$ cat src/rtl/neuron_layer_sequencer_pkg.sv
// Shared types and sizing helpers for the neuron layer sequencer.
package neuron_layer_sequencer_pkg;

  // Sequencer control states.
  typedef enum logic [2:0] {
    StIdle,
    StLoad,
    StWaitRdy,
    StFire,
    StWaitRes,
    StNext,
    StFin
  } state_e;

  // Table size: each neuron owns num_inputs weights followed by one bias.
  function automatic int unsigned table_entries(input int unsigned num_neurons,
                                                input int unsigned num_inputs);
    return num_neurons * (num_inputs + 1);
  endfunction

endpackage

$ cat src/rtl/neuron_layer_sequencer_if.sv
// Handshake/data bundle between the sequencer and the shared neuron datapath.
interface neuron_layer_sequencer_if #(
  parameter int unsigned NumInputs = 2,
  parameter int unsigned Width     = 8
);

  logic [NumInputs*Width-1:0] weights;
  logic [Width-1:0]           bias;
  logic [Width-1:0]           value_in;
  logic                       valid_in;
  logic                       ready;
  logic [Width-1:0]           value_out;
  logic                       valid_out;
  logic                       overflow;

  // Sequencer side.
  modport master (
    output weights, bias, value_in, valid_in,
    input  ready, value_out, valid_out, overflow
  );

  // Neuron datapath side.
  modport slave (
    input  weights, bias, value_in, valid_in,
    output ready, value_out, valid_out, overflow
  );

endinterface

$ cat src/rtl/neuron_param_table.sv
// Per-neuron weight/bias register file: one write port with range and lock
// checks, and a parallel read of all parameters for the selected neuron.
module neuron_param_table
  import neuron_layer_sequencer_pkg::*;
#(
  parameter int unsigned NumNeurons = 4,
  parameter int unsigned NumInputs  = 2,
  parameter int unsigned Width      = 8,
  localparam int unsigned Entries   = table_entries(NumNeurons, NumInputs),
  localparam int unsigned AddrW     = $clog2(Entries),
  localparam int unsigned IdxW      = $clog2(NumNeurons)
) (
  input  logic                       clk,
  input  logic                       rst_n,
  input  logic                       we,
  input  logic                       locked,
  input  logic [AddrW-1:0]           addr,
  input  logic [Width-1:0]           wdata,
  input  logic [IdxW-1:0]            sel,
  output logic [NumInputs*Width-1:0] rd_weights,
  output logic [Width-1:0]           rd_bias,
  output logic                       wr_err
);

  localparam logic [AddrW:0] EntriesW = (AddrW + 1)'(Entries);

  logic [Width-1:0] mem_q [Entries];
  logic             wr_err_q;
  logic             in_range;
  logic             accept;
  logic [AddrW-1:0] rd_idx;

  assign in_range = {1'b0, addr} < EntriesW;
  // Writes are refused while a run is active so the run sees one table.
  assign accept   = we && !locked && in_range;
  assign wr_err   = wr_err_q;

  // Table storage and dropped-write pulse.
  always_ff @(posedge clk or negedge rst_n) begin
    if (!rst_n) begin
      for (int unsigned i = 0; i < Entries; i++) begin
        mem_q[i] <= '0;
      end
      wr_err_q <= 1'b0;
    end else begin
      wr_err_q <= we && !accept;
      if (accept) begin
        mem_q[addr] <= wdata;
      end
    end
  end

  // Parallel read of the selected neuron's weights and bias.
  always_comb begin
    rd_weights = '0;
    rd_idx     = '0;
    for (int unsigned k = 0; k < NumInputs; k++) begin
      rd_idx = AddrW'(32'(sel) * (NumInputs + 1) + k);
      rd_weights[k*Width +: Width] = mem_q[rd_idx];
    end
    rd_idx  = AddrW'(32'(sel) * (NumInputs + 1) + NumInputs);
    rd_bias = mem_q[rd_idx];
  end

endmodule

$ cat src/rtl/neuron_layer_sequencer.sv
// Time-multiplexes one neuron datapath across NumNeurons logical neurons:
// loads each neuron's parameters, fires the datapath, collects the result.
module neuron_layer_sequencer
  import neuron_layer_sequencer_pkg::*;
#(
  parameter int unsigned NumNeurons    = 4,
  parameter int unsigned NumInputs     = 2,
  parameter int unsigned Width         = 8,
  parameter int unsigned TimeoutCycles = 64,
  localparam int unsigned Entries      = table_entries(NumNeurons, NumInputs),
  localparam int unsigned AddrW        = $clog2(Entries)
) (
  input  logic                        clk,
  input  logic                        rst_n,
  input  logic                        cfg_we,
  input  logic [AddrW-1:0]            cfg_addr,
  input  logic [Width-1:0]            cfg_wdata,
  output logic                        cfg_err,
  input  logic                        start,
  input  logic [Width-1:0]            value_in,
  output logic                        busy,
  output logic                        done,
  output logic                        error,
  output logic [NumNeurons*Width-1:0] results,
  output logic [NumNeurons-1:0]       ovf_flags,
  neuron_layer_sequencer_if.master    nrn
);

  localparam int unsigned IdxW = $clog2(NumNeurons);
  localparam int unsigned TmoW = $clog2(TimeoutCycles + 1);

  state_e                     state_q, state_d;
  logic [IdxW-1:0]            idx_q, idx_d;
  logic [TmoW-1:0]            tmo_q, tmo_d;
  logic [Width-1:0]           value_q, value_d;
  logic [NumInputs*Width-1:0] weights_q, weights_d;
  logic [Width-1:0]           bias_q, bias_d;
  logic [NumNeurons*Width-1:0] results_q, results_d;
  logic [NumNeurons-1:0]      ovf_q, ovf_d;
  logic                       error_q, error_d;

  logic [NumInputs*Width-1:0] tbl_weights;
  logic [Width-1:0]           tbl_bias;

  neuron_param_table #(
    .NumNeurons (NumNeurons),
    .NumInputs  (NumInputs),
    .Width      (Width)
  ) u_table (
    .clk        (clk),
    .rst_n      (rst_n),
    .we         (cfg_we),
    .locked     (busy),
    .addr       (cfg_addr),
    .wdata      (cfg_wdata),
    .sel        (idx_q),
    .rd_weights (tbl_weights),
    .rd_bias    (tbl_bias),
    .wr_err     (cfg_err)
  );

  // State, counters and captured data.
  always_ff @(posedge clk or negedge rst_n) begin
    if (!rst_n) begin
      state_q   <= StIdle;
      idx_q     <= '0;
      tmo_q     <= '0;
      value_q   <= '0;
      weights_q <= '0;
      bias_q    <= '0;
      results_q <= '0;
      ovf_q     <= '0;
      error_q   <= 1'b0;
    end else begin
      state_q   <= state_d;
      idx_q     <= idx_d;
      tmo_q     <= tmo_d;
      value_q   <= value_d;
      weights_q <= weights_d;
      bias_q    <= bias_d;
      results_q <= results_d;
      ovf_q     <= ovf_d;
      error_q   <= error_d;
    end
  end

  // Next-state and data-capture logic.
  always_comb begin
    state_d   = state_q;
    idx_d     = idx_q;
    tmo_d     = tmo_q;
    value_d   = value_q;
    weights_d = weights_q;
    bias_d    = bias_q;
    results_d = results_q;
    ovf_d     = ovf_q;
    error_d   = error_q;

    unique case (state_q)
      StIdle: begin
        if (start) begin
          value_d = value_in;
          error_d = 1'b0;
          idx_d   = '0;
          state_d = StLoad;
        end
      end
      StLoad: begin
        // Registered copy keeps the datapath inputs off the table read mux.
        weights_d = tbl_weights;
        bias_d    = tbl_bias;
        state_d   = StWaitRdy;
      end
      StWaitRdy: begin
        if (nrn.ready) begin
          state_d = StFire;
        end
      end
      StFire: begin
        tmo_d   = '0;
        state_d = StWaitRes;
      end
      StWaitRes: begin
        if (nrn.valid_out) begin
          results_d[32'(idx_q)*Width +: Width] = nrn.value_out;
          ovf_d[idx_q] = nrn.overflow;
          state_d      = StNext;
        end else begin
          tmo_d = tmo_q + TmoW'(1);
          if (tmo_d == TmoW'(TimeoutCycles)) begin
            error_d = 1'b1;
            state_d = StFin;
          end
        end
      end
      StNext: begin
        if (idx_q == IdxW'(NumNeurons - 1)) begin
          state_d = StFin;
        end else begin
          idx_d   = idx_q + IdxW'(1);
          state_d = StLoad;
        end
      end
      StFin: begin
        state_d = StIdle;
      end
      default: begin
        state_d = StIdle;
      end
    endcase
  end

  assign busy         = (state_q != StIdle);
  assign done         = (state_q == StFin);
  assign error        = error_q;
  assign results      = results_q;
  assign ovf_flags    = ovf_q;
  assign nrn.weights  = weights_q;
  assign nrn.bias     = bias_q;
  assign nrn.value_in = value_q;
  assign nrn.valid_in = (state_q == StFire);

endmodule

$ cat src/flat_wrapper.sv
// flat-port wrapper written by rule: the top's interface ports become plain ports
module neuron_layer_sequencer_flat import neuron_layer_sequencer_pkg::*;
#(
  parameter int unsigned NumNeurons    = 4,
  parameter int unsigned NumInputs     = 2,
  parameter int unsigned Width         = 8,
  parameter int unsigned TimeoutCycles = 64,
  localparam int unsigned Entries      = table_entries(NumNeurons, NumInputs),
  localparam int unsigned AddrW        = $clog2(Entries)
)
  (clk, rst_n, cfg_we, cfg_addr, cfg_wdata, cfg_err, start, value_in, busy, done, error, results, ovf_flags, nrn_weights, nrn_bias, nrn_value_in, nrn_valid_in, nrn_ready, nrn_value_out, nrn_valid_out, nrn_overflow);
  neuron_layer_sequencer_if #(.NumInputs(NumInputs), .Width(Width)) nrn_i ();
  input  logic clk;
  input  logic rst_n;
  input  logic cfg_we;
  input  logic [AddrW-1:0] cfg_addr;
  input  logic [Width-1:0] cfg_wdata;
  output logic cfg_err;
  input  logic start;
  input  logic [Width-1:0] value_in;
  output logic busy;
  output logic done;
  output logic error;
  output logic [NumNeurons*Width-1:0] results;
  output logic [NumNeurons-1:0] ovf_flags;
  output wire logic [$bits(nrn_i.weights)-1:0] nrn_weights;
  output wire logic [$bits(nrn_i.bias)-1:0] nrn_bias;
  output wire logic [$bits(nrn_i.value_in)-1:0] nrn_value_in;
  output wire logic [$bits(nrn_i.valid_in)-1:0] nrn_valid_in;
  input wire logic [$bits(nrn_i.ready)-1:0] nrn_ready;
  input wire logic [$bits(nrn_i.value_out)-1:0] nrn_value_out;
  input wire logic [$bits(nrn_i.valid_out)-1:0] nrn_valid_out;
  input wire logic [$bits(nrn_i.overflow)-1:0] nrn_overflow;
  assign nrn_weights = nrn_i.weights;
  assign nrn_bias = nrn_i.bias;
  assign nrn_value_in = nrn_i.value_in;
  assign nrn_valid_in = nrn_i.valid_in;
  assign nrn_i.ready = nrn_ready;
  assign nrn_i.value_out = nrn_value_out;
  assign nrn_i.valid_out = nrn_valid_out;
  assign nrn_i.overflow = nrn_overflow;
  neuron_layer_sequencer #(.NumNeurons(NumNeurons), .NumInputs(NumInputs), .Width(Width), .TimeoutCycles(TimeoutCycles)) u_core (.clk(clk), .rst_n(rst_n), .cfg_we(cfg_we), .cfg_addr(cfg_addr), .cfg_wdata(cfg_wdata), .cfg_err(cfg_err), .start(start), .value_in(value_in), .busy(busy), .done(done), .error(error), .results(results), .ovf_flags(ovf_flags), .nrn(nrn_i));
endmodule
$ cat config.mk
export PLATFORM = sky130hd
export DESIGN_NAME = neuron_layer_sequencer_flat
export DESIGN_NICKNAME = d
export VERILOG_FILES = /design/src/rtl/neuron_layer_sequencer_pkg.sv /design/src/rtl/neuron_layer_sequencer_if.sv /design/src/rtl/neuron_param_table.sv /design/src/rtl/neuron_layer_sequencer.sv /design/src/flat_wrapper.sv
export SDC_FILE = /design/constraint.sdc
export NUM_CORES = 1
export LEC_CHECK = 0
export BUFFER_PORTS_ARGS = -buffer_cell sky130_fd_sc_hd__clkbuf_2
export CORE_ASPECT_RATIO = 0.75
export CORE_MARGIN = 2
export CORE_UTILIZATION = 50
export CTS_CLUSTER_SIZE = 12
export DETAILED_ROUTE_END_ITERATION = 8
export PLACE_DENSITY = 0.7
export SLEW_MARGIN = 15
export SYNTH_ARGS = -nofsm -noshare
export SYNTH_HDL_FRONTEND = slang
export SYNTH_SLANG_ARGS = --single-unit
$ cat constraint.sdc
create_clock -name clk -period 3.7 [get_ports clk]
set_input_delay 0.555 -clock clk [delete_from_list [all_inputs] [get_ports clk]]
set_output_delay 0.555 -clock clk [all_outputs]
set_load 0.02 [all_outputs]
; Word level (Yosys, flattened, before mapping)
; Index checks and enable logic that the tools add are counted.
[op_classes]
addsub = 5
shifts = 2
n_mul = 1
mux = 31
n_bitwise = 4
eq_ne = 14
n_lt_le_gt_ge = 8
n_reduce_logical = 18
[op_table]
columns = operator, count
row1 = $bmux 8 s4, 3
row2 = $bwmux 96, 1
row3 = $mux 8, 7
row4 = $neg 5->34, 1
row5 = $shift 8x34->32 const A, 1
row6 = $shiftx 8x34->32, 1
row7 = $bwmux 32, 1
row8 = $demux 8 s4, 1
row9 = $ge 5x5->1 const B, 4
row10 = $not 4->5, 4
row11 = $pmux 3 s6, 1
row12 = $mux 3, 5
row13 = $pmux 7 s2, 1
row14 = $eq 3x3->1 const B, 3
row15 = $ne 2x2->1 const B, 4
row16 = $add 7x1->7 const B, 1
row17 = $eq 7x7->1 const B, 1
row18 = $mux 7, 1
row19 = $eq 3x2->1 const B, 2
row20 = $reduce_and 2->1, 3
row21 = $reduce_and 3->1, 2
row22 = $reduce_bool 2->1, 3
row23 = $logic_and 1x1->1, 5
row24 = $lt 5x1->1 const B, 1
row25 = other kinds (21), 26
[totals]
output_inout_bits = 73
wordCells = 105
reg_bits = 178
in_bits = 35

; Longest topological paths before layout
; Gate-level depths: netlist of run 1.
[logic_depth]
ltp_word = 6
mapped_depth = 11

; Cells and area by module
; From an unflattened synthesis of run 1, not the netlist that was laid out.
[hier_totals]
hier_cells = 695
hier_area_um2 = 9086.2
[modules_own_cells]
columns = module, instances, area_each_um2, cells_per_inst
row1 = neuron_param_table, 1, 5627.9, 375
row2 = neuron_layer_sequencer, 1, 3458.3, 320

; Worst setup path after synthesis of run 1
; OpenSTA, ideal clock, no wires.
[synth_timing]
path_kind = register to register
startpoint = register u_core.idx_q[0]
endpoint = register u_core.bias_q[4], in the netlist u_core.nrn.bias[4]
path_buffers = 5
path_stages_with_launch = 11
required_time_ns = 3.579
synth_period_minus_slack_ns = 2.750
arrival_ns = 2.629
path_slack_ns = 0.950
path_cell_list = dfrtp_1 > buf_2 > buf_2 > inv_1 > ha_1 > buf_2 > buf_1 > buf_2 > mux4_2 > a22oi_1 > nand2_1
[synth_between]
elab_chain_len = 6
[synth_lines]
columns = item, line
row1 = "start, declared", neuron_layer_sequencer.sv:33  ; logic [IdxW-1:0] idx_q, idx_d;
row2 = "start signal, assigned", neuron_layer_sequencer.sv:76  ; idx_q <= idx_d;
row3 = $mul 2x2->4, neuron_param_table.sv:61  ; rd_idx = AddrW'(32'(sel) * (NumInputs + 1) + NumInputs);
row4 = $add 4x2->4, neuron_param_table.sv:61
row5 = $not 4->5 (implied by the code), neuron_param_table.sv:62  ; rd_bias = mem_q[rd_idx];
row6 = $bmux 8 s4, neuron_param_table.sv:62
row7 = $mux 8 (implied by the code) (2 in series), neuron_param_table.sv:62
row8 = "end signal, assigned", neuron_layer_sequencer.sv:80  ; bias_q <= bias_d;
row9 = "end, declared", neuron_layer_sequencer.sv:37  ; logic [Width-1:0] bias_q, bias_d;
; Every way passes these cells. The select of a mux whose other input is x is not followed.
; A chain may end at the register's enable or synchronous reset.

; Worst setup path in the final report of run 1
[layout_timing]
startpoint = register u_core.idx_q[1]
endpoint = register u_core.weights_q[5], in the netlist u_core.nrn.weights[5]
[layout_between]
elab_chain_len = 5
[layout_lines]
columns = item, line
row1 = $mul 2x2->4, neuron_param_table.sv:58  ; rd_idx = AddrW'(32'(sel) * (NumInputs + 1) + k);
row2 = $not 4->5 (implied by the code), neuron_param_table.sv:59  ; rd_weights[k*Width +: Width] = mem_q[rd_idx];
row3 = $bmux 8 s4, neuron_param_table.sv:59
row4 = $mux 8 (implied by the code) (2 in series), neuron_param_table.sv:59
row5 = "end signal, assigned", neuron_layer_sequencer.sv:79  ; weights_q <= weights_d;
row6 = "end, declared", neuron_layer_sequencer.sv:36  ; logic [NumInputs*Width-1:0] weights_q, weights_d;
; Every way passes these cells. The select of a mux whose other input is x is not followed.

==> results of run 1 <==
==> stage by stage <==
stage	cells	hold slack (ps)	power (mW)	setup WS, ps	area, um^2
finish	1113	88.14	8.742	915.7	10400
global route	1113	142.0	9.272	700.0	10400
global placement	1081	459.8	6.882	1039	9823
detailed placement	1081	463.4	6.973	962.3	9823
CTS	1113	118.7	8.754	939.1	10400
floorplan	770	259.4	5.886	949.5	9064
==> state kept, by name (all words and copies together) (netlist names) <==
register,cells
u_core.error,1
u_core.idx_q,2
u_core.nrn.bias,8
u_core.nrn.value_in,8
u_core.nrn.weights,16
u_core.ovf_flags,4
u_core.results,32
u_core.state_q,3
u_core.tmo_q,7
u_core.u_table.mem_q,96
u_core.u_table.wr_err,1
==> logic make-up (layout without fill, tap and decap cells) <==
group           count (synthesis)  in the layout  share of synthesized area [%]
simple gates                  184            184                          9.705
buf+inv                        59            160                          2.789
compound gates                127            127                          9.263
mux                           210            210                          27.57
fa+ha+maj                       9              9                          1.242
flops                         178            178                          49.14
xor+xnor                        3              3                         0.2899
==> area by class of cell <==
class	count	share of cell area, %
clock buffers	18	4.225
flip-flops and latches	178	42.89
clock inverters	14	1.276
repair buffers	123	6.608
inverters	5	0.1805
well taps	242	2.913
multi-input cells	533	41.91
==> cell usage after synthesis (2+ instances only) <==
cell and count:
mux2_1 16, a211oi_1 2, and3_1 5, a31oi_1 11
nor3b_2 2, buf_2 13, inv_1 5, mux2_2 89
mux2_4 8, buf_1 7, nor2b_1 9, o21ai_0 23
or3b_2 2, o22ai_1 7, clkbuf_1 32, mux4_2 18
a22oi_1 25, o221ai_1 3, a21oi_1 19, xnor2_1 2
nor3_1 6, and2_1 2, nand2_1 97, or3_1 2
dfrtp_1 178, ha_1 9, nor2_1 22, o211ai_1 2
nand2b_1 11, o31ai_1 26, buf_6 2, a32oi_1 2
nor4b_1 2, a311oi_1 2, nand3_1 14, mux2i_1 79
==> worst max-delay path by stage <==
stage | slack (ps) | end
floorplan | 950 | u_core.nrn.bias[4]$_DFFE_PN0N_
global placement | 1040 | u_core.nrn.weights[0]$_DFFE_PN0N_
detailed placement | 960 | u_core.nrn.weights[0]$_DFFE_PN0N_
CTS | 940 | u_core.results[6]$_DFFE_PN0P_
global route | 700 | u_core.results[1]$_DFFE_PN0P_
finish | 920 | u_core.nrn.weights[5]$_DFFE_PN0N_
==> where the power goes <==
group / internal [mW] / switching (mW) / leakage (nW) / total (mW)
Sequential: 2.71 / 0.676 / 2.34 / 3.39
Combinational: 1.66 / 1.94 / 2.06 / 3.59
Clock: 0.912 / 0.848 / 0.285 / 1.76
==> cell usage in the layout, fill, tap and decap left out, types with 3 or more instances in the layout <==
| cell | count |
|---|---|
| a21oi_1 | 19 |
| a22oi_1 | 25 |
| a31oi_1 | 11 |
| and3_1 | 5 |
| buf_4 | 14 |
| clkbuf_16 | 17 |
| clkbuf_2 | 106 |
| clkinv_4 | 4 |
| dfrtp_1 | 177 |
| ha_1 | 9 |
| inv_1 | 5 |
| inv_6 | 6 |
| inv_8 | 4 |
| mux2_1 | 16 |
| mux2_2 | 89 |
| mux2_4 | 8 |
| mux2i_1 | 79 |
| mux4_2 | 18 |
| nand2_1 | 97 |
| nand2b_1 | 11 |
| nand3_1 | 14 |
| nor2_1 | 22 |
| nor2b_1 | 9 |
| nor3_1 | 6 |
| o21ai_0 | 23 |
| o221ai_1 | 3 |
| o22ai_1 | 7 |
| o31ai_1 | 26 |
==> worst max-delay path, stage by stage, from the launching register on <==
cell	delay [ps]
dfrtp_1	440
inv_1	130
ha_1	860
buf_4	360
nor2b_1	470
nand2_1	90
a31oi_1	180
o21ai_0	100
==> metal layers <==
metal,routed length [um],up-vias,GRT usage (%)
met2,10400,245,38.64
met4,427,0,7.443
li1,-,3018,-
met5,0,-,0
met3,1421,33,4.837
met1,10920,3251,36.48
==> impl_metrics.env, run 1 <==
export IMPL_setup_tns_ps=0
export IMPL_antenna_found_initial=0
export IMPL_grt_overflow=0
export IMPL_syn_nets=814
export IMPL_grt_pass1_wl_um=37030
export IMPL_ctsResizeCount=0
export IMPL_fp_dieArea_um2=19230
export IMPL_drv_cap=0
export IMPL_die_h_um=120.6
export IMPL_leakage_nw=4.690
export IMPL_cts_buffers=17
export IMPL_htreeDepth=4
export IMPL_gr_usage_all_layers_pct=25.14
export IMPL_setup_violations=0
export IMPL_reg2reg_from="u_core.idx_q[1]$_DFFE_PN0P_"
export IMPL_drt_first_iter_violations=481
export IMPL_vias_per_cell=5.882
export IMPL_worstPathMaxFanout=22
export IMPL_dp_hpwl_um=15430
export IMPL_min_period_ps=2784
export IMPL_async_flop_share_pct=100.0
export IMPL_maxSlewViolCount=0
export IMPL_drt_total_wl_um=23170
export IMPL_io_buffers=107
export IMPL_synth_edff_count=0
export IMPL_hp_class="input pin to async pin"
export IMPL_drive_above_1_share_pct=31.92
export IMPL_ctsRootBufferMaster="clkbuf_16"
export IMPL_yosysSeqAreaShare_pct=49.14
export IMPL_clk_pin_slew_ps=80
export IMPL_seq_area_um2=4458
export IMPL_syn_avg_cell_area_um2=11.77
export IMPL_clock_skew_ps=13.23
export IMPL_routedWlPerCell_um=20.82
export IMPL_worstSetupPathType="flip-flop to flip-flop"
export IMPL_layout_nets=902
export IMPL_syn_inst=770
export IMPL_clockBufferDepth=2
export IMPL_hold_viol_final=0
export IMPL_peakVddDrop_mv=0.4727
export IMPL_fmax_mhz=359.2
export IMPL_syn_area_um2=9064
export IMPL_clk_latency_ps=450
export IMPL_grt_start_max_net_pins=92
export IMPL_rsz0062_at_grt="false"
export IMPL_start_util_pct=51.18
export IMPL_core_rowCount=42
export IMPL_synth_top_area_cell="dfrtp_1"
export IMPL_first_pass_iters=5
export IMPL_post_cts_setup_buffer_count=0
export IMPL_ctsHoldBuffers=0
export IMPL_grt_pass1_vias=6409
export IMPL_fp_dieW_um=159.5
export IMPL_fin_util_pct=58.70
export IMPL_synth_area_leaders="dfrtp_1, mux2_2, mux2i_1, mux4_2, nand2_1"
export IMPL_yosys_cell_types_count=52
export IMPL_synth_flop_cell="dfrtp_1"
export IMPL_tightest_slew_ps=868.1
export IMPL_reg2reg_slack_ps=920
export IMPL_outcome="complete, no violations"
export IMPL_slew_headroom_pct=41.91
export IMPL_cp_arrival_ps=3100
export IMPL_ff2ff_path_depth=7
export IMPL_cp_end_kind="flip-flop"
export IMPL_nFillCells=1541
export IMPL_vias=6547
export IMPL_core_um2=17710
export IMPL_p_per_area_nw_per_um2=841.0
export IMPL_area_delta_synth_final_pct=14.69
export IMPL_crit_start="u_core.idx_q[1]$_DFFE_PN0P_"
export IMPL_ys_ff_latch=178
export IMPL_multi_input_area_um2=4357
export IMPL_place_congestion=0.8381
export IMPL_worstPathRequired_ps=4010
export IMPL_yosys_warnings=0
export IMPL_antennaDiodeCount=0
export IMPL_cts_tree="done"
export IMPL_io_pins=108
export IMPL_clock_sinks=178
export IMPL_antenna_left=0
export IMPL_synthDominantCellAreaShare_pct=49.14
export IMPL_r2r_end="u_core.nrn.weights[5]$_DFFE_PN0N_"
export IMPL_drc=0
export IMPL_fin_crit_sh_pct=75.25
export IMPL_startpoint_type="flip-flop"
No activity file was read; power rests on OpenSTA's default activity.
==> run 2: changes to the inputs <==
- ABC_AREA: unset -> 1
- clock period: 3.7 -> 2.9 ns (I/O delays scaled with it)
==> impl_metrics.env, run 2 <==
export IMPL_outcome="complete, no violations"
export IMPL_crit_family="simple AND/OR/NAND/NOR gates"
export IMPL_stdcell_count=1509
export IMPL_cp_end_kind="flip-flop"
export IMPL_cp_arrival_ps=2980
export IMPL_critPathSlowestCell="xnor2_1"
export IMPL_yosys_warnings=0
export IMPL_nFillCells=1637
export IMPL_ff2ff_path_depth=8
export IMPL_clock_sinks=178
export IMPL_startpoint_type="flip-flop"
export IMPL_vias=8314
export IMPL_worstPathRequired_ps=3220
export IMPL_grt_start_max_net_pins=84
export IMPL_htreeDepth=4
export IMPL_cts_buffers=17
export IMPL_yosys_cell_types_count=37
export IMPL_ys_ff_latch=178
export IMPL_clockBufferDepth=2
export IMPL_maxSlewViolCount=0
export IMPL_setup_violations=0
export IMPL_layout_nets=1299
export IMPL_ctsRootBufferMaster="clkbuf_16"
export IMPL_final_cell_mix="nand2_1, dfrtp_1, o21ai_0"
export IMPL_routedWlPerCell_um=17.41
export IMPL_synthDominantCellAreaShare_pct=49.47
export IMPL_cpPeakStageDelay_ps=650
export IMPL_critPathBufInv=1
export IMPL_top_register="u_core.u_table.mem_q"
export IMPL_synth_area_leaders="dfrtp_1, nand2_1, o21ai_0, nand3_1, inv_1"
export IMPL_fin_crit_sh_pct=91.79
export IMPL_io_buffers=107
export IMPL_leakage_nw=5.220
export IMPL_p_per_area_nw_per_um2=1189
export IMPL_drt_first_iter_violations=1230
export IMPL_first_pass_iters=8
export IMPL_mostFrequentLayoutCell="nand2_1"
export IMPL_antenna_found_initial=0
export IMPL_use_met2_pct=41.87
export IMPL_slew_headroom_pct=38.63
export IMPL_min_period_ps=2662
export IMPL_syn_avg_cell_area_um2=7.728
export IMPL_core_rowCount=42
export IMPL_drc=0
export IMPL_top_usage_layer="met1"
export IMPL_io_pins=108
export IMPL_grt_pass1_vias=7780
export IMPL_dp_cells=1477
export IMPL_antennaDiodeCount=0
export IMPL_path_common_cell="nand2_1"
export IMPL_tightest_slew_ps=913.6
export IMPL_hp_class="input pin to flip-flop"
export IMPL_cts_tree="done"
export IMPL_clk_latency_ps=430
export IMPL_drv_cap=0
export IMPL_use_met3_pct=7.719
export IMPL_synth_top_area_cell="dfrtp_1"
export IMPL_synth_most_common_cell="nand2_1"
export IMPL_fp_dieArea_um2=19110
export IMPL_crit_cells=8
export IMPL_grt_pass1_wl_um=42240
export IMPL_worstPathMaxFanout=30
export IMPL_synth_edff_count=0
export IMPL_core_um2=17660
export IMPL_largest_register_ffs=96
export IMPL_fp_dieW_um=159.0
export IMPL_drt_total_wl_um=26270
export IMPL_worstSetupPathType="flip-flop to flip-flop"
export IMPL_area_delta_synth_final_pct=15.19
export IMPL_syn_inst=1165
export IMPL_vias_per_cell=5.510
export IMPL_async_flop_share_pct=100.0
export IMPL_peakVddDrop_mv=0.5857
export IMPL_synthTopCellsByCount="nand2_1, dfrtp_1, o21ai_0, inv_1, nand3_1"
export IMPL_syn_area_um2=9004
export IMPL_post_cts_setup_buffer_count=0
export IMPL_crit_chain="inv_1 -> ha_1 -> xnor2_1 -> nor2_1 -> nand3_1 -> nand2_1 -> nand2_1 -> nand2_1"
export IMPL_antenna_left=0
export IMPL_die_h_um=120.2
export IMPL_met1_usage_pct=42.46
export IMPL_clk_pin_slew_ps=60
export IMPL_yosysSeqAreaShare_pct=49.47
export IMPL_worstHoldPathCells=3
export IMPL_hold_viol_final=0
export IMPL_rsz0062_at_grt="false"
export IMPL_drive_above_1_share_pct=14.36
export IMPL_setup_tns_ps=0
export IMPL_dp_hpwl_um=18810
export IMPL_clock_skew_ps=8.513
export IMPL_start_util_pct=50.99
export IMPL_place_congestion=0.9167
export IMPL_syn_nets=1209
export IMPL_gr_usage_all_layers_pct=28.45
export IMPL_grt_overflow=0
export IMPL_fmax_mhz=375.7
export IMPL_synth_flop_cell="dfrtp_1"
==> run 2: power by group <==
group	leakage (nW)	internal, mW	switching [mW]	total [mW]
registers	2.21	3.54	0.620	4.16
clock network	0.265	1.27	0.998	2.27
logic	2.75	1.82	4.08	5.90
==> run 2: path summary, 6_finish.rpt <==
path                                                         from                                    to  slack (ps)
worst max register to register        u_core.idx_q[0]$_DFFE_PN0P_        u_core.nrn.bias[4]$_DFFE_PN0N_         240
worst max-delay path                  u_core.idx_q[0]$_DFFE_PN0P_        u_core.nrn.bias[4]$_DFFE_PN0N_         240
min in group asynchronous                                   rst_n   u_core.u_table.mem_q[4]$_DFFE_PN0P_         520
max in group asynchronous                                   rst_n  u_core.u_table.mem_q[53]$_DFFE_PN0P_        1510
worst min register to register  u_core.nrn.weights[6]$_DFFE_PN0N_     u_core.nrn.weights[6]$_DFFE_PN0N_         480
worst min-delay path                                  value_in[1]    u_core.nrn.value_in[1]$_DFFE_PN0P_         210
==> run 2: per-stage QoR <==
step	hold WS [ps]	setup WS (ps)	power [mW]	instance area (um^2)	utilization [%]
floorplan	139.4	516.1	7.953	9004	-
global placement	410.7	339.1	9.813	9789	55.44
detailed placement	407.9	287.1	9.882	9789	55.44
CTS	194.5	249.6	12.19	10370	58.72
global route	202.0	20.79	13.22	10370	58.74
finish	205.5	238.1	12.33	10370	58.74
==> run 2: area by class of cell <==
class	instances	area (um^2)	area share, %
flip-flops and latches	178	4458	42.98
multi-input cells	837	3956	38.15
repair buffers	127	732.0	7.058
clock buffers	20	436.7	4.210
inverters	94	352.8	3.402
well taps	242	302.8	2.920
clock inverters	11	132.6	1.279
==> run 2: per-layer routing <==
| layer | up-vias | part of all wire, % |
|---|---|---|
| met5 | - | 0 |
| met4 | 0 | 1.2 |
| met3 | 27 | 9.0 |
| met2 | 380 | 44 |
| met1 | 3959 | 46 |
| li1 | 3948 | - |
==> run 2: worst register-to-register path: cells and delay by family (launching register included) <==
family / cells / cell delay (ps)
xor gates and xnor gates: 1 / 650
buffers and inverters: 1 / 260
and+or+nand+nor: 5 / 750
DFF: 1 / 590
adders and majority gates: 1 / 310
==> run 2: cell families after synthesis <==
group           after synthesis  share of synthesized area [%]
flops                       178                          49.47
compound gates              251                          14.91
simple gates                565                          26.36
xor+xnor                      2                         0.1946
fa+ha+maj                     9                          1.251
mux                          10                          1.140
buf+inv                     150                          6.670
==> run 2: repair_timing <==
action	4_1_cts	5_1_grt
setup endpoints to repair	0	3
hold buffers	1	0
hold endpoints to repair	43	0
gates resized for setup	0	1
==> run 3: changes to the inputs <==
- CORE_MARGIN: 2 -> 4
- RECOVER_POWER: unset -> 100
==> impl_metrics.env, run 3 (synthesis results as in run 2) <==
export IMPL_outcome="finished with violations"
export IMPL_violations="max-capacitance violations, max-slew violations"
export IMPL_htreeDepth=4
export IMPL_clock_sinks=178
export IMPL_io_pins=108
export IMPL_dp_hpwl_um=18810
export IMPL_largest_register_ffs=96
export IMPL_startpoint_type="flip-flop"
export IMPL_p_sw_mw=5.607
export IMPL_fp_dieArea_um2=20240
export IMPL_core_um2=17660
export IMPL_combPwrFrac_pct=46.5
export IMPL_worstSetupPathType="flip-flop to flip-flop"
export IMPL_drt_total_wl_um=26390
export IMPL_drc=0
export IMPL_multi_input_area_um2=3895
export IMPL_clk_pin_slew_ps=70
export IMPL_cp_end_kind="flip-flop"
export IMPL_ctsRootBufferMaster="clkbuf_16"
export IMPL_grt_overflow=0
export IMPL_leakage_nw=4.988
export IMPL_vias=8211
export IMPL_rsz0062_at_grt="false"
export IMPL_hold_slack_ps=193.8
export IMPL_routedWlPerCell_um=17.48
export IMPL_peakVddDrop_mv=0.5570
export IMPL_post_cts_setup_buffer_count=0
export IMPL_maxSlewViolCount=61
export IMPL_antenna_left=0
export IMPL_antenna_found_initial=0
export IMPL_top_register="u_core.u_table.mem_q"
export IMPL_setup_violations=0
export IMPL_drive_above_1_share_pct=7.492
export IMPL_cp_arrival_ps=2840
export IMPL_drt_first_iter_violations=931
export IMPL_clkPwrFrac_pct=20.1
export IMPL_layout_nets=1299
export IMPL_gr_usage_all_layers_pct=26.74
export IMPL_grt_start_max_net_pins=73
export IMPL_clk_latency_ps=440
export IMPL_grt_pass1_vias=7770
export IMPL_worstPathMaxFanout=16
export IMPL_start_util_pct=50.99
export IMPL_min_period_ps=2518
export IMPL_p_per_area_nw_per_um2=1197
export IMPL_mostFrequentLayoutCell="nand2_1"
export IMPL_fin_ws_ps=382.1
export IMPL_grt_pass1_wl_um=42610
export IMPL_first_pass_iters=6
export IMPL_internal_power_mw=6.628
export IMPL_fin_crit_sh_pct=86.82
export IMPL_slew_headroom_pct=-19.80
export IMPL_final_cell_mix="nand2_1, dfrtp_1, o21ai_0"
export IMPL_core_rowCount=42
export IMPL_ctsHoldBuffers=0
export IMPL_antennaDiodeCount=0
export IMPL_p_seq_share_pct=33.4
export IMPL_vias_per_cell=5.438
export IMPL_clockBufferDepth=2
export IMPL_place_congestion=0.8977
export IMPL_hold_viol_final=0
export IMPL_pre_cts_ws_ps=573.8
export IMPL_drv_cap=1
export IMPL_clock_skew_ps=12.09
export IMPL_nFillCells=1739
export IMPL_hp_class="input pin to flip-flop"
export IMPL_area_delta_synth_final_pct=13.54
export IMPL_tightest_slew_ps=1797
export IMPL_sw_frac_of_total_pct=45.83
export IMPL_die_h_um=124.2
export IMPL_cts_tree="done"
export IMPL_setup_tns_ps=0
export IMPL_worstPathRequired_ps=3220
export IMPL_io_buffers=107
export IMPL_fin_util_pct=57.89
export IMPL_seq_area_um2=4458
export IMPL_fp_dieW_um=163.0
export IMPL_ctsResizeCount=0
export IMPL_cts_buffers=17
export IMPL_fmax_mhz=397.2
-- run 3: power groups by stage --
stage | registers, mW | logic (mW) | clock network, mW
floorplan | 4.40 | 3.55 | 0
global placement | 4.09 | 5.66 | 0
detailed placement | 4.11 | 5.72 | 0
CTS | 4.08 | 5.76 | 2.48
global route | 4.21 | 6.40 | 2.60
finish | 4.09 | 5.69 | 2.46
-- run 3: stage by stage --
step / cell area, um^2 / cells / total power [mW]
6_report: 10220 / 1510 / 12.24
5_1_grt: 10220 / 1510 / 13.21
3_3_place_gp: 9784 / 1478 / 9.745
3_5_place_dp: 9784 / 1478 / 9.829
2_1_floorplan: 9004 / 1165 / 7.953
4_1_cts: 10410 / 1510 / 12.32
-- run 3: cell type report --
class                           instances  area share (%)
Sequential cell                       178           43.61
Multi-Input combinational cell        837           38.10
Timing Repair Buffer                  127           5.777
Clock buffer                           20           4.468
Inverter                               94           3.452
Tap cell                              242           2.962
Clock inverter                         12           1.628
-- run 3: layer usage --
layer	vias to the layer above	share of wire [%]	GRT usage, %	wire length (um)
met4	0	2.0	7.150	527
met1	3860	46	40.94	12240
met2	339	43	37.83	11370
met5	-	0	0	0
li1	3965	-	-	-
met3	47	8.6	6.793	2259
-- run 3: worst paths after layout --
check                                                        start                                   end  slack (ps)  depth (start not counted)
max in group asynchronous                                    rst_n  u_core.u_table.mem_q[68]$_DFFE_PN0P_         890                          2
worst min-delay path                                   value_in[2]    u_core.nrn.value_in[2]$_DFFE_PN0P_         190                          3
min in group asynchronous                                    rst_n   u_core.u_table.mem_q[4]$_DFFE_PN0P_         450                          1
worst min register to register  u_core.nrn.value_in[2]$_DFFE_PN0P_    u_core.nrn.value_in[2]$_DFFE_PN0P_         480                          2
worst max register to register       u_core.state_q[1]$_DFFE_PN0P_  u_core.u_table.mem_q[54]$_DFFE_PN0P_         380                          7
worst max-delay path                 u_core.state_q[1]$_DFFE_PN0P_  u_core.u_table.mem_q[54]$_DFFE_PN0P_         380                          7
-- run 3: critical path, stage by stage (launching register included) --
cell     delay [ps]
dfrtp_1         390
inv_1           100
nand2_1          80
nor2_1          440
nand2_4         220
nor2_1          200
nand3_1         540
o21ai_0         440
